File: src/rtl/bin_pixel_packer.sv
// bin_pixel_packer: thresholds camera pixels to 1 bit and packs WORD_W of them per output word, frame-gated
module bin_pixel_packer #(
    parameter int WORD_W      = 16,
    parameter int FRAME_WORDS = 19200
) (
    input  logic              iCLK,
    input  logic              iRST,
    input  logic              iEN,
    input  logic [11:0]       iDATA,
    input  logic              iDVAL,
    input  logic              iFVAL,
    input  logic [9:0]        iThreshold,
    output logic [WORD_W-1:0] oDATA,
    output logic              oDVAL,
    output logic [15:0]       oWord_Cont,
    output logic              oFrame_Done,
    output logic              oOverflow,
    output logic              oBusy
);
    localparam int CW = WORD_W > 1 ? $clog2(WORD_W) : 1;
    typedef enum logic [1:0] {IDLE, ARMED, ACTIVE, FLUSH} state_t;
    state_t state, state_n;
    logic fval_d, rise, fall, clr, acc, full, pix;
    logic dval_n, fd_n, ovf_b, ovf_n;
    logic [CW-1:0] bit_cnt, cnt_b, cnt_n;
    logic [WORD_W-1:0] sr, sr_b, sr_n, data_n;
    logic [15:0] wc_b, wc_n;
    assign pix = iDATA[11:2] >= iThreshold;
    assign rise = iFVAL & ~fval_d;
    assign fall = ~iFVAL & fval_d;
    assign oBusy = state != IDLE;
    // state register
    always_ff @(posedge iCLK or posedge iRST)
        if (iRST) state <= IDLE;
        else state <= state_n;
    // datapath and output registers; a frame start clears the per-frame state through the *_b terms
    always_ff @(posedge iCLK or posedge iRST)
        if (iRST) begin
            fval_d      <= 1'b0;
            bit_cnt     <= '0;
            sr          <= '0;
            oDATA       <= '0;
            oDVAL       <= 1'b0;
            oWord_Cont  <= '0;
            oFrame_Done <= 1'b0;
            oOverflow   <= 1'b0;
        end else begin
            fval_d      <= iFVAL;
            bit_cnt     <= cnt_n;
            sr          <= sr_n;
            oDATA       <= data_n;
            oDVAL       <= dval_n;
            oWord_Cont  <= wc_n;
            oFrame_Done <= fd_n;
            oOverflow   <= ovf_n;
        end
    // next state, pixel accept/pack, word emission and saturation
    always_comb begin
        state_n = state;
        clr     = (state == ARMED) && rise;
        cnt_b   = clr ? '0 : bit_cnt;
        sr_b    = clr ? '0 : sr;
        wc_b    = clr ? '0 : oWord_Cont;
        ovf_b   = clr ? 1'b0 : oOverflow;
        full    = wc_b == 16'(FRAME_WORDS);
        acc     = ((state == ACTIVE) || clr) && iDVAL;
        cnt_n   = cnt_b;
        sr_n    = sr_b;
        data_n  = oDATA;
        dval_n  = 1'b0;
        wc_n    = wc_b;
        ovf_n   = ovf_b;
        fd_n    = 1'b0;
        if (acc) begin
            sr_n[cnt_b] = pix;
            cnt_n = cnt_b + CW'(1);
            if (cnt_b == CW'(WORD_W - 1)) begin
                cnt_n  = '0;
                data_n = full ? oDATA : sr_n;
                dval_n = !full;
                wc_n   = full ? wc_b : wc_b + 16'd1;
                ovf_n  = ovf_b | full;
                sr_n   = '0;
            end
        end
        case (state)
            IDLE:   state_n = iEN ? ARMED : IDLE;
            ARMED:  state_n = rise ? ACTIVE : ARMED;
            ACTIVE: if (fall) begin
                state_n = cnt_n != '0 ? FLUSH : IDLE;
                fd_n    = cnt_n == '0;
            end
            FLUSH: begin
                state_n = IDLE;
                fd_n    = 1'b1;
                dval_n  = !full;
                data_n  = full ? oDATA : sr;
                wc_n    = full ? wc_b : wc_b + 16'd1;
                ovf_n   = ovf_b | full;
                cnt_n   = '0;
                sr_n    = '0;
            end
            default: state_n = IDLE;
        endcase
    end
endmodule
File: config.mk
export PLATFORM = sky130hd
export DESIGN_NAME = bin_pixel_packer
export DESIGN_NICKNAME = d
export VERILOG_FILES = /design/src/rtl/bin_pixel_packer.sv
export SDC_FILE = /design/constraint.sdc
export NUM_CORES = 1
export LEC_CHECK = 0
export BUFFER_PORTS_ARGS = -buffer_cell sky130_fd_sc_hd__buf_2
export CAP_MARGIN = 20
export CORE_ASPECT_RATIO = 2
export CORE_MARGIN = 5
export CORE_UTILIZATION = 30
export DETAILED_ROUTE_END_ITERATION = 8
export PLACE_DENSITY_LB_ADDON = 0.15
export SETUP_SLACK_MARGIN = 0.5
export SYNTH_ARGS = -nofsm -noshare
export SYNTH_HDL_FRONTEND = slang
export SYNTH_SLANG_ARGS = --single-unit
File: constraint.sdc
create_clock -name iCLK -period 5.9 [get_ports iCLK]
set_input_delay 0.59 -clock iCLK [delete_from_list [all_inputs] [get_ports iCLK]]
set_output_delay 0.59 -clock iCLK [all_outputs]
set_load 0.05 [all_outputs]
Word-level counts from Yosys, hierarchy flattened
Cells that the tools add are included.
- bits in registers: 58
- bits in latches: 0
- memory bits (writable): 0
- bits in read-only memories: 0
- input bits: 27
- output and inout bits: 36
- word-level logic and storage cells: 74
- memories kept: 0
- add/subtract/negate cells: 2
- multipliers: 0
- divide/modulo/power cells: 0
- order comparisons: 3
- equality and inequality tests: 8
- shift-type cells: 0
- mux-type cells: 35
- bitwise gates (word level): 5
- reduce and logical (&&, ||, !) cells: 12
- operators with widths (kind ; count):
    16-bit two-way mux ; 14
    16-bit by 1-bit adder with 16-bit output, second input constant ; 1
    16-bit bitwise mux ; 1
    16-bit by 15-bit equality test with 1-bit output, second input constant ; 1
    4-bit two-way mux ; 4
    10-bit >= comparator ; 1
    1-bit two-way mux ; 10
    2-bit case mux with 4 select lines ; 1
    2-bit two-way mux ; 3
    2-bit inequality test, second input constant ; 3
    2-bit nonzero test ; 3
    4-bit by 5-bit < comparator with 1-bit output, second input constant ; 1
    4-bit by 1-bit adder with 4-bit output, second input constant ; 1
    1-bit demux with 4-bit select ; 1
    2-bit equality test, second input constant ; 2
    4-bit equality test, second input constant ; 1
    4-bit by 1-bit >= comparator with 1-bit output, second input constant ; 1
    4-bit zero test ; 1
    4-bit AND reduction ; 1
    4-bit nonzero test ; 1
    1-bit logical AND ; 3
    1-bit bitwise AND ; 2
    2-bit by 1-bit equality test with 1-bit output, second input constant ; 1
    2-bit zero test ; 1
    5 further kinds ; 6

Depth between registers and ports, before layout
Gate-level depths: netlist of run 1.
- word-level depth: 13
- gate-level depth with buffers: 15

Least setup slack after synthesis of run 1
No wires, ideal clock.
- path type: input to register
- start: input iFVAL
- end: register oWord_Cont[4]
- library setup time: 0.151 ns
- data arrival time: 2.785 ns
- required time: 5.749 ns
- slack: 2.965 ns
- cell stages on the path: 15
- buffers on the path: 5
- cell sequence: nand4bb_1 clkbuf_1 clkbuf_1 nand2_1 inv_1 ha_1 buf_2 a41oi_1 nor2b_1 buf_2 nand2_1 buf_2 inv_2 nand4_1 mux2i_1
- cells in the longest elaborated chain, start to end: 8
- elaborated cells between the ends (all ways): 13
- classes of those cells: add/sub (1); eq/ne (2); mux (6); bitwise (1); reduce/logical (3)
- RTL lines (what ; RTL line ; text):
    start, declared ; 11 ; input logic iFVAL,
    1-bit bitwise AND * ; 29 ; assign rise = iFVAL & ~fval_d;
    1-bit logical AND * ; 60 ; clr = (state == ARMED) && rise;
    16-bit two-way mux ; 63 ; wc_b = clr ? '0 : oWord_Cont;
    16-bit by 1-bit adder with 16-bit output / 16-bit by 15-bit equality test with 1-bit output (equally long branches) ; 81, 98, 65 ;
    16-bit two-way mux ; 81, 98 ;
    16-bit two-way mux ; 77 ; if (cnt_b == CW'(WORD_W - 1)) begin
    16-bit two-way mux ; 74 ; if (acc) begin
    16-bit two-way mux * ; 86 ; case (state)
    named net wc_n[4] ; 27 ; logic [15:0] wc_b, wc_n;
    end signal, assigned ; 53 ; oWord_Cont <= wc_n;
    end, declared ; 15 ; output logic [15:0] oWord_Cont,
Mark *: on every way through the listed nets, which the timed path passes. The rest lies on a longest branch.
A chain may end at the register's enable or synchronous reset.

Worst setup path after layout of run 1
- start: register state[1]
- end: register oDATA[15]
- cells in the longest elaborated chain, start to end: 12
- elaborated cells between the ends (all ways): 26
- classes of those cells: order compare (2); eq/ne (7); mux (10); reduce/logical (7)
- RTL lines (what ; RTL line ; text):
    start, declared ; 22 ; state_t state, state_n;
    start signal, assigned ; 35 ; else state <= state_n;
    2-bit by 1-bit equality test with 1-bit output ; 60 ;
    1-bit logical AND ; 60 ;
    4-bit two-way mux ; 61 ; cnt_b = clr ? '0 : bit_cnt;
    4-bit by 5-bit < comparator with 1-bit output (implied by the code) / 4-bit by 1-bit >= comparator with 1-bit output (equally long branches) ; 75 ; sr_n[cnt_b] = pix;
    1-bit logical AND (implied by the code) ; 75 ;
    1-bit two-way mux (implied by the code) ; 75 ;
    1-bit demux with 4-bit select ; 75 ;
    16-bit bitwise mux ; 75 ;
    16-bit two-way mux ; 79 ; data_n = full ? oDATA : sr_n;
    16-bit two-way mux ; 77 ;
    16-bit two-way mux ; 74 ;
    16-bit two-way mux ; 86 ;
    end signal, assigned ; 51 ; oDATA <= data_n;
    end, declared ; 13 ; output logic [WORD_W-1:0] oDATA,
Parallel ways exist; a longest one is shown, timed or not. The select of a mux whose other input is x is not followed.

==> impl_metrics.toml, run 1 <==
[outcome]
status = "finished, final reports clean"

[power_and_ir_drop]
vdd_drop_max_uv = 132
power_density_nw_per_um2 = 390
power_uw = 1560
p_leak_uw = 0.00189

[routing]
drt_iter0_drc = 152
vias = 2968
drc_errors = 0
ant_nets = 0
first_pass_iters = 4
wl_per_cell_microns = 15.8
via_per_inst = 5.19
routed_wl_microns = 9030

[sta]
relSlewSlack = 0.294
tightest_slew_ns = 1.06
slew_violations = 0
clock_skew_ns = 0.00752
period_share = 0.603
hold_viol = 0
max_freq_mhz = 281
setup_viol = 0
finalSetupTns_ns = 0
rsz0062_at_grt = "false"
min_period_ns = 3.56

[synth]
synth_edf_count = 0
async_flop_share = 1.00
ys_seq_elements = 58
ys_warn_count = 0
synth_compound_gate_area_share = 0.190
syn_area_per_cell_sq_um = 8.73
synth_top_family_by_area = "simple AND/OR/NAND/NOR gates"
muxShareOfSynthArea = 0.0122
synth-simple-area-share = 0.206
synth_ff_type = "dfrtp_1"
synth_xor_area_frac = 0.0321
synthCells = 375
postSynthNetCount = 418
synthesis.area_sq_um = 3270
synth-adder-area-share = 0.0612
ys_seq_area_frac = 0.443
synth.distinct_cells = 51

[final_layout]
drive_gt1_frac = 0.197
fin_nets = 470
fillerInstances = 1112
multi_input_area_sq_um = 1650
layout_commonest_cell = "buf_2"
ff_latch_area_sq_um = 1450
synthToLayoutAreaGrowth_pct = 21.9
final_cell_mix = "buf_2, dfrtp_1, nand2_1"
design_area_sq_um = 3990
num_antenna_cells = 0

[clock_tree]
post_cts_buffers = 0
numCtsBuffers = 9
clock_latency_ns = 0.32
cts.repair.resized = 0
cts_max_path_buffers = 2
postCtsHoldBufs = 0
cts-root-buf = "clkbuf_16"
path_clk_slew_ns = 0.05
htreeDepth = 3
cts.sinks = 58
cts_tree = "yes"

[placed_design]
portBuffers = 60
place_area_sq_um = 3690
gp_congestion = 0.771
dp_hpwl_microns = 6470

[worst_setup_path]
path_cells = "nand4bb_1, nand2_1, ha_1, nor4b_1, nand4_1, nand2_1, inv_2, a41oi_1, o41ai_1"
worstPathMaxFanout = 18
crit_path_end_kind = "flip-flop"
arrival_ns = 3.73
crit_required_ns = 6.07
cpPeakStageDelay_ns = 0.71
worstSetupPathType = "flip-flop to flip-flop"
cp-start-kind = "flip-flop"
crit_path_frequent_cell = "nand2_1"
cp_slowest_cell = "nand4bb_1"

[die]
ios = 63
initial_core_util = 0.303
std_cell_rows = 54
core_area_sq_um = 10800
die_w_microns = 83.9
die_area_sq_um = 13200
die_y_microns = 158

[global_route]
gr-usage-met3 = 0.0349
gr-usage-met2 = 0.272
grt_pass1_vias = 2992
antenna_found_initial = 0
overflow = 0
grt_max_degree = 59
use_met1 = 0.155
grt_use_total = 0.145
grt_pass1_wl_microns = 15400
grt.busiest_layer = "met2"

[min_path]
min_path_type = "primary input to flip-flop"

[run]
max_cap_violations = 0
-- cells by family (layout without fill, tap and decap cells) --
family	Yosys count	count (layout)
and+or+nand+nor	131	131
AOI/OAI and AO/OA	110	110
DFF	58	58
buffers and inverters	44	101
adders and majority gates	16	16
xor gates and xnor gates	12	12
muxes	4	4
-- per-stage QoR --
stage	worst slack, ns	std cells	util	hold WS [ns]
2_1_floorplan	2.96	375	-	0.464
4_1_cts	2.34	572	0.369	0.428
6_report	2.34	572	0.369	0.440
3_5_place_dp	2.36	556	0.341	0.466
5_1_grt	1.99	572	0.369	0.444
3_3_place_gp	2.35	556	0.341	0.461
-- sequential cells by signal, indices dropped and copies added (netlist names) --
| name | cells |
|---|---|
| oFrame_Done | 1 |
| bit_cnt | 4 |
| oWord_Cont | 16 |
| oDATA | 16 |
| fval_d | 1 |
| oOverflow | 1 |
| sr | 16 |
| oDVAL | 1 |
| state | 2 |
-- critical path, delay by kind of cell, from the launching register on --
kind	cells	cell delay [ns]
DFF	1	0.56
AOI/OAI and AO/OA	2	0.33
and+or+nand+nor	5	2.17
adders and majority gates	1	0.20
buffers and inverters	1	0.15
-- area by class of cell --
cell class | instances | share of cell area
Tap cell | 140 | 0.0439
Clock buffer | 14 | 0.0662
Timing Repair Buffer | 66 | 0.0865
Inverter | 19 | 0.0179
Sequential cell | 58 | 0.364
Multi-Input combinational cell | 273 | 0.413
Clock inverter | 2 | 0.00878
-- where the power goes --
group / internal [uW] / switching, uW
logic: 146 / 368
registers: 451 / 68.6
clock network: 349 / 172
total: 947 / 609
-- cell usage after synthesis (2+ instances only) --
master     n  area [sq um]
dfrtp_1   58          1450
nand2_1   56           210
o21ai_0   54           270
a21oi_1   31           155
nor2_1    19          71.3
inv_1     18          67.6
clkbuf_1  17          63.8
ha_1      16           200
nand4_1   14          87.6
xor2_1    10          87.6
buf_2      7          35.0
nand3_1    6          30.0
nor2b_1    6          37.5
nor3_1     5          25.0
mux2i_1    4          40.0
nor3b_1    4          30.0
o41ai_1    4          35.0
a41oi_1    3          26.3
a21o_1     2          15.0
a221oi_1   2          17.5
a31oi_1    2          12.5
and2_1     2          12.5
and3_1     2          12.5
nor4b_1    2          17.5
nor4bb_1   2          20.0
o22ai_1    2          12.5
or3_1      2          12.5
xnor2_1    2          17.5
-- routing by layer --
layer,up-vias,part of all wire
met5,-,0
met4,0,0.021
met3,16,0.048
met2,70,0.54
met1,1447,0.39
li1,1435,-
-- worst paths after layout --
path	start	to	slack [ns]	cells past startpoint
setup / recovery	state[1]	oDATA[15]	2.34	9
hold / removal	iFVAL	fval_d	0.44	1
setup reg to reg	state[1]	oDATA[15]	2.34	9
hold reg to reg	oDATA[8]	oDATA[8]	0.47	2
max in group asynchronous	iRST	oWord_Cont[1]	4.89	3
min in group asynchronous	iRST	oDATA[8]	0.46	3
(Power assumes the default switching activity.)
==> run 2: changes to the inputs <==
ABC_AREA = 1   (was default)
clock period = 3.62 ns   (was 5.9 ns; I/O delays follow)
==> impl_metrics.toml, run 2 <==
[outcome]
status = "finished, final reports clean"

[synth]
synth_commonest_cells = "nand2_1, inv_1, dfrtp_1, nand3_1, nor2_1"
ys_seq_area_frac = 0.401
synthesis.area_sq_um = 3620
synth_ff_type = "dfrtp_1"
ys_warn_count = 0
ys_seq_elements = 58
synth_most_common_cell = "nand2_1"
async_flop_share = 1.00
synth.distinct_cells = 32
synthCells = 497
postSynthNetCount = 540
synth_edf_count = 0
synth.top_cell.area_share = 0.401
synth_top_cell_by_area = "dfrtp_1"
yosys-top-cells-area = "dfrtp_1, nand2_1, inv_1, nand3_1, a21oi_1"
syn_area_per_cell_sq_um = 7.29

[worst_setup_path]
cp-start-kind = "flip-flop"
crit_path_end_kind = "flip-flop"
crit_path_frequent_cell = "inv_2"
regToRegSetupSlack_ns = 0.84
cpPeakStageDelay_ns = 0.42
worstPathMaxFanout = 26
r2r_start = "state[0]"
crit_required_ns = 3.87
path_cells = "inv_2, nor2_2, nand2_2, nand2_1, inv_1, ha_1, nand3_2, o21ai_4, nand2_4, inv_2, o21ai_0, o21ai_1"
arrival_ns = 3.03
cp-startpoint = "state[0]"
r2r_cells = 12
r2r-end = "oDATA[14]"
worstSetupPathType = "flip-flop to flip-flop"
cp_slowest_cell = "dfrtp_1"

[placed_design]
gp_congestion = 0.806
dp_hpwl_microns = 7530
place_area_sq_um = 4060
portBuffers = 60

[final_layout]
num_antenna_cells = 0
top_regs = "oDATA (16), oWord_Cont (16), sr (16)"
final_cell_mix = "nand2_1, inv_1, buf_2"
layout_commonest_cell = "nand2_1"
design_area_sq_um = 4320
utilization = 0.367
fin_nets = 600
synthToLayoutAreaGrowth_pct = 19.1
ff_latch_area_sq_um = 1450
drive_gt1_frac = 0.169
fillerInstances = 1295
multi_input_area_sq_um = 1800

[min_path]
holdPathStages = 1
hp-start = "iFVAL"
min_path_type = "primary input to flip-flop"
worstHoldEndpoint = "fval_d"

[routing]
routed_wl_microns = 10200
wl_per_cell_microns = 14.4
drc_errors = 0
ant_nets = 0
first_pass_iters = 4
via_per_inst = 4.81
vias = 3395
drt_iter0_drc = 143

[clock_tree]
cts.repair.resized = 0
post_cts_buffers = 0
numCtsBuffers = 9
clock_latency_ns = 0.33
htreeDepth = 3
path_clk_slew_ns = 0.05
cts_tree = "yes"
cts.sinks = 58
postCtsHoldBufs = 0
cts_max_path_buffers = 2
cts-root-buf = "clkbuf_16"

[sta]
relSlewSlack = 0.482
finalSetupTns_ns = 0
max_freq_mhz = 360
clock_skew_ns = 0.00864
setup_viol = 0
rsz0062_at_grt = "false"
tightest_slew_ns = 0.776
min_period_ns = 2.78
hold_viol = 0
slew_violations = 0
period_share = 0.768

[die]
core_area_sq_um = 11800
ios = 63
std_cell_rows = 56
die_w_microns = 87.7
die_area_sq_um = 14500
die_y_microns = 165
initial_core_util = 0.308

[power_and_ir_drop]
power_density_nw_per_um2 = 763
swShare = 0.484
vdd_drop_max_uv = 299
power_frac_comb = 0.488
p_seq_frac = 0.286
p_clk_frac = 0.226
p_leak_uw = 0.00218
p_sw_uw = 1590
internal-power_uw = 1700

[global_route]
antenna_found_initial = 0
grt_pass1_wl_microns = 16500
overflow = 0
grt_use_total = 0.147
grt_max_degree = 36
grt_pass1_vias = 3456

[run]
max_cap_violations = 0
run 2: cell types whose count changed in the layout (fill, tap and decap cells not counted), sizes merged, moves of 9 or more:
cell / before / now
nor2: 19 / 55
nand3: 6 / 52
o21ai: 55 / 35
inv: 19 / 72
a21oi: 31 / 40
nand2: 56 / 116
run 2: routing by layer:
metal / vias to the layer above / share of wire / GRT usage
met5: - / 0 / 0
met4: 0 / 0.023 / 0.0719
met3: 12 / 0.041 / 0.0293
met2: 75 / 0.56 / 0.279
met1: 1574 / 0.38 / 0.147
li1: 1734 / - / -
run 2: power groups by stage:
stage / Combinational (uW) / Sequential [uW] / Clock (uW)
after floorplan: 844 / 1330 / 0
final: 1610 / 942 / 745
after CTS: 1630 / 946 / 766
after global placement: 1620 / 952 / 0
after detailed placement: 1630 / 956 / 0
after global routing: 1770 / 968 / 795
run 2: cell type report:
type	count	area share
Clock buffer	12	0.0548
Clock inverter	3	0.00406
Inverter	73	0.0635
Multi-Input combinational cell	348	0.418
Sequential cell	58	0.336
Tap cell	145	0.0420
Timing Repair Buffer	67	0.0818
run 2: worst max path at each step:
stage,end,slack (ns),cells past startpoint
2_1_floorplan,oDATA[0],1.25,17
3_3_place_gp,oWord_Cont[2],0.76,13
3_5_place_dp,oDATA[14],0.71,13
4_1_cts,oDATA[14],0.75,12
5_1_grt,oDATA[14],0.53,12
6_report,oDATA[14],0.84,12
run 2: critical path: cells and delay by family (launching register included):
kind | cells | cell delay, ns
flops | 1 | 0.42
compound gates | 3 | 0.55
fa+ha+maj | 1 | 0.24
simple gates | 5 | 0.84
buf+inv | 3 | 0.63
run 2: cells by family after synthesis:
group,count (synthesis),synth area share
simple gates,237,0.295
buf+inv,91,0.102
compound gates,88,0.131
flops,58,0.401
fa+ha+maj,16,0.0553
xor+xnor,7,0.0169
run 2: per-stage QoR:
step                worst slack [ns]  hold WS (ns)  std cells  power, uW
floorplan                       1.25         0.393        497       2180
global placement               0.764         0.466        691       2570
detailed placement             0.713         0.464        691       2580
CTS                            0.754         0.160        706       3340
global route                   0.530         0.168        706       3530
finish                         0.840         0.162        706       3290
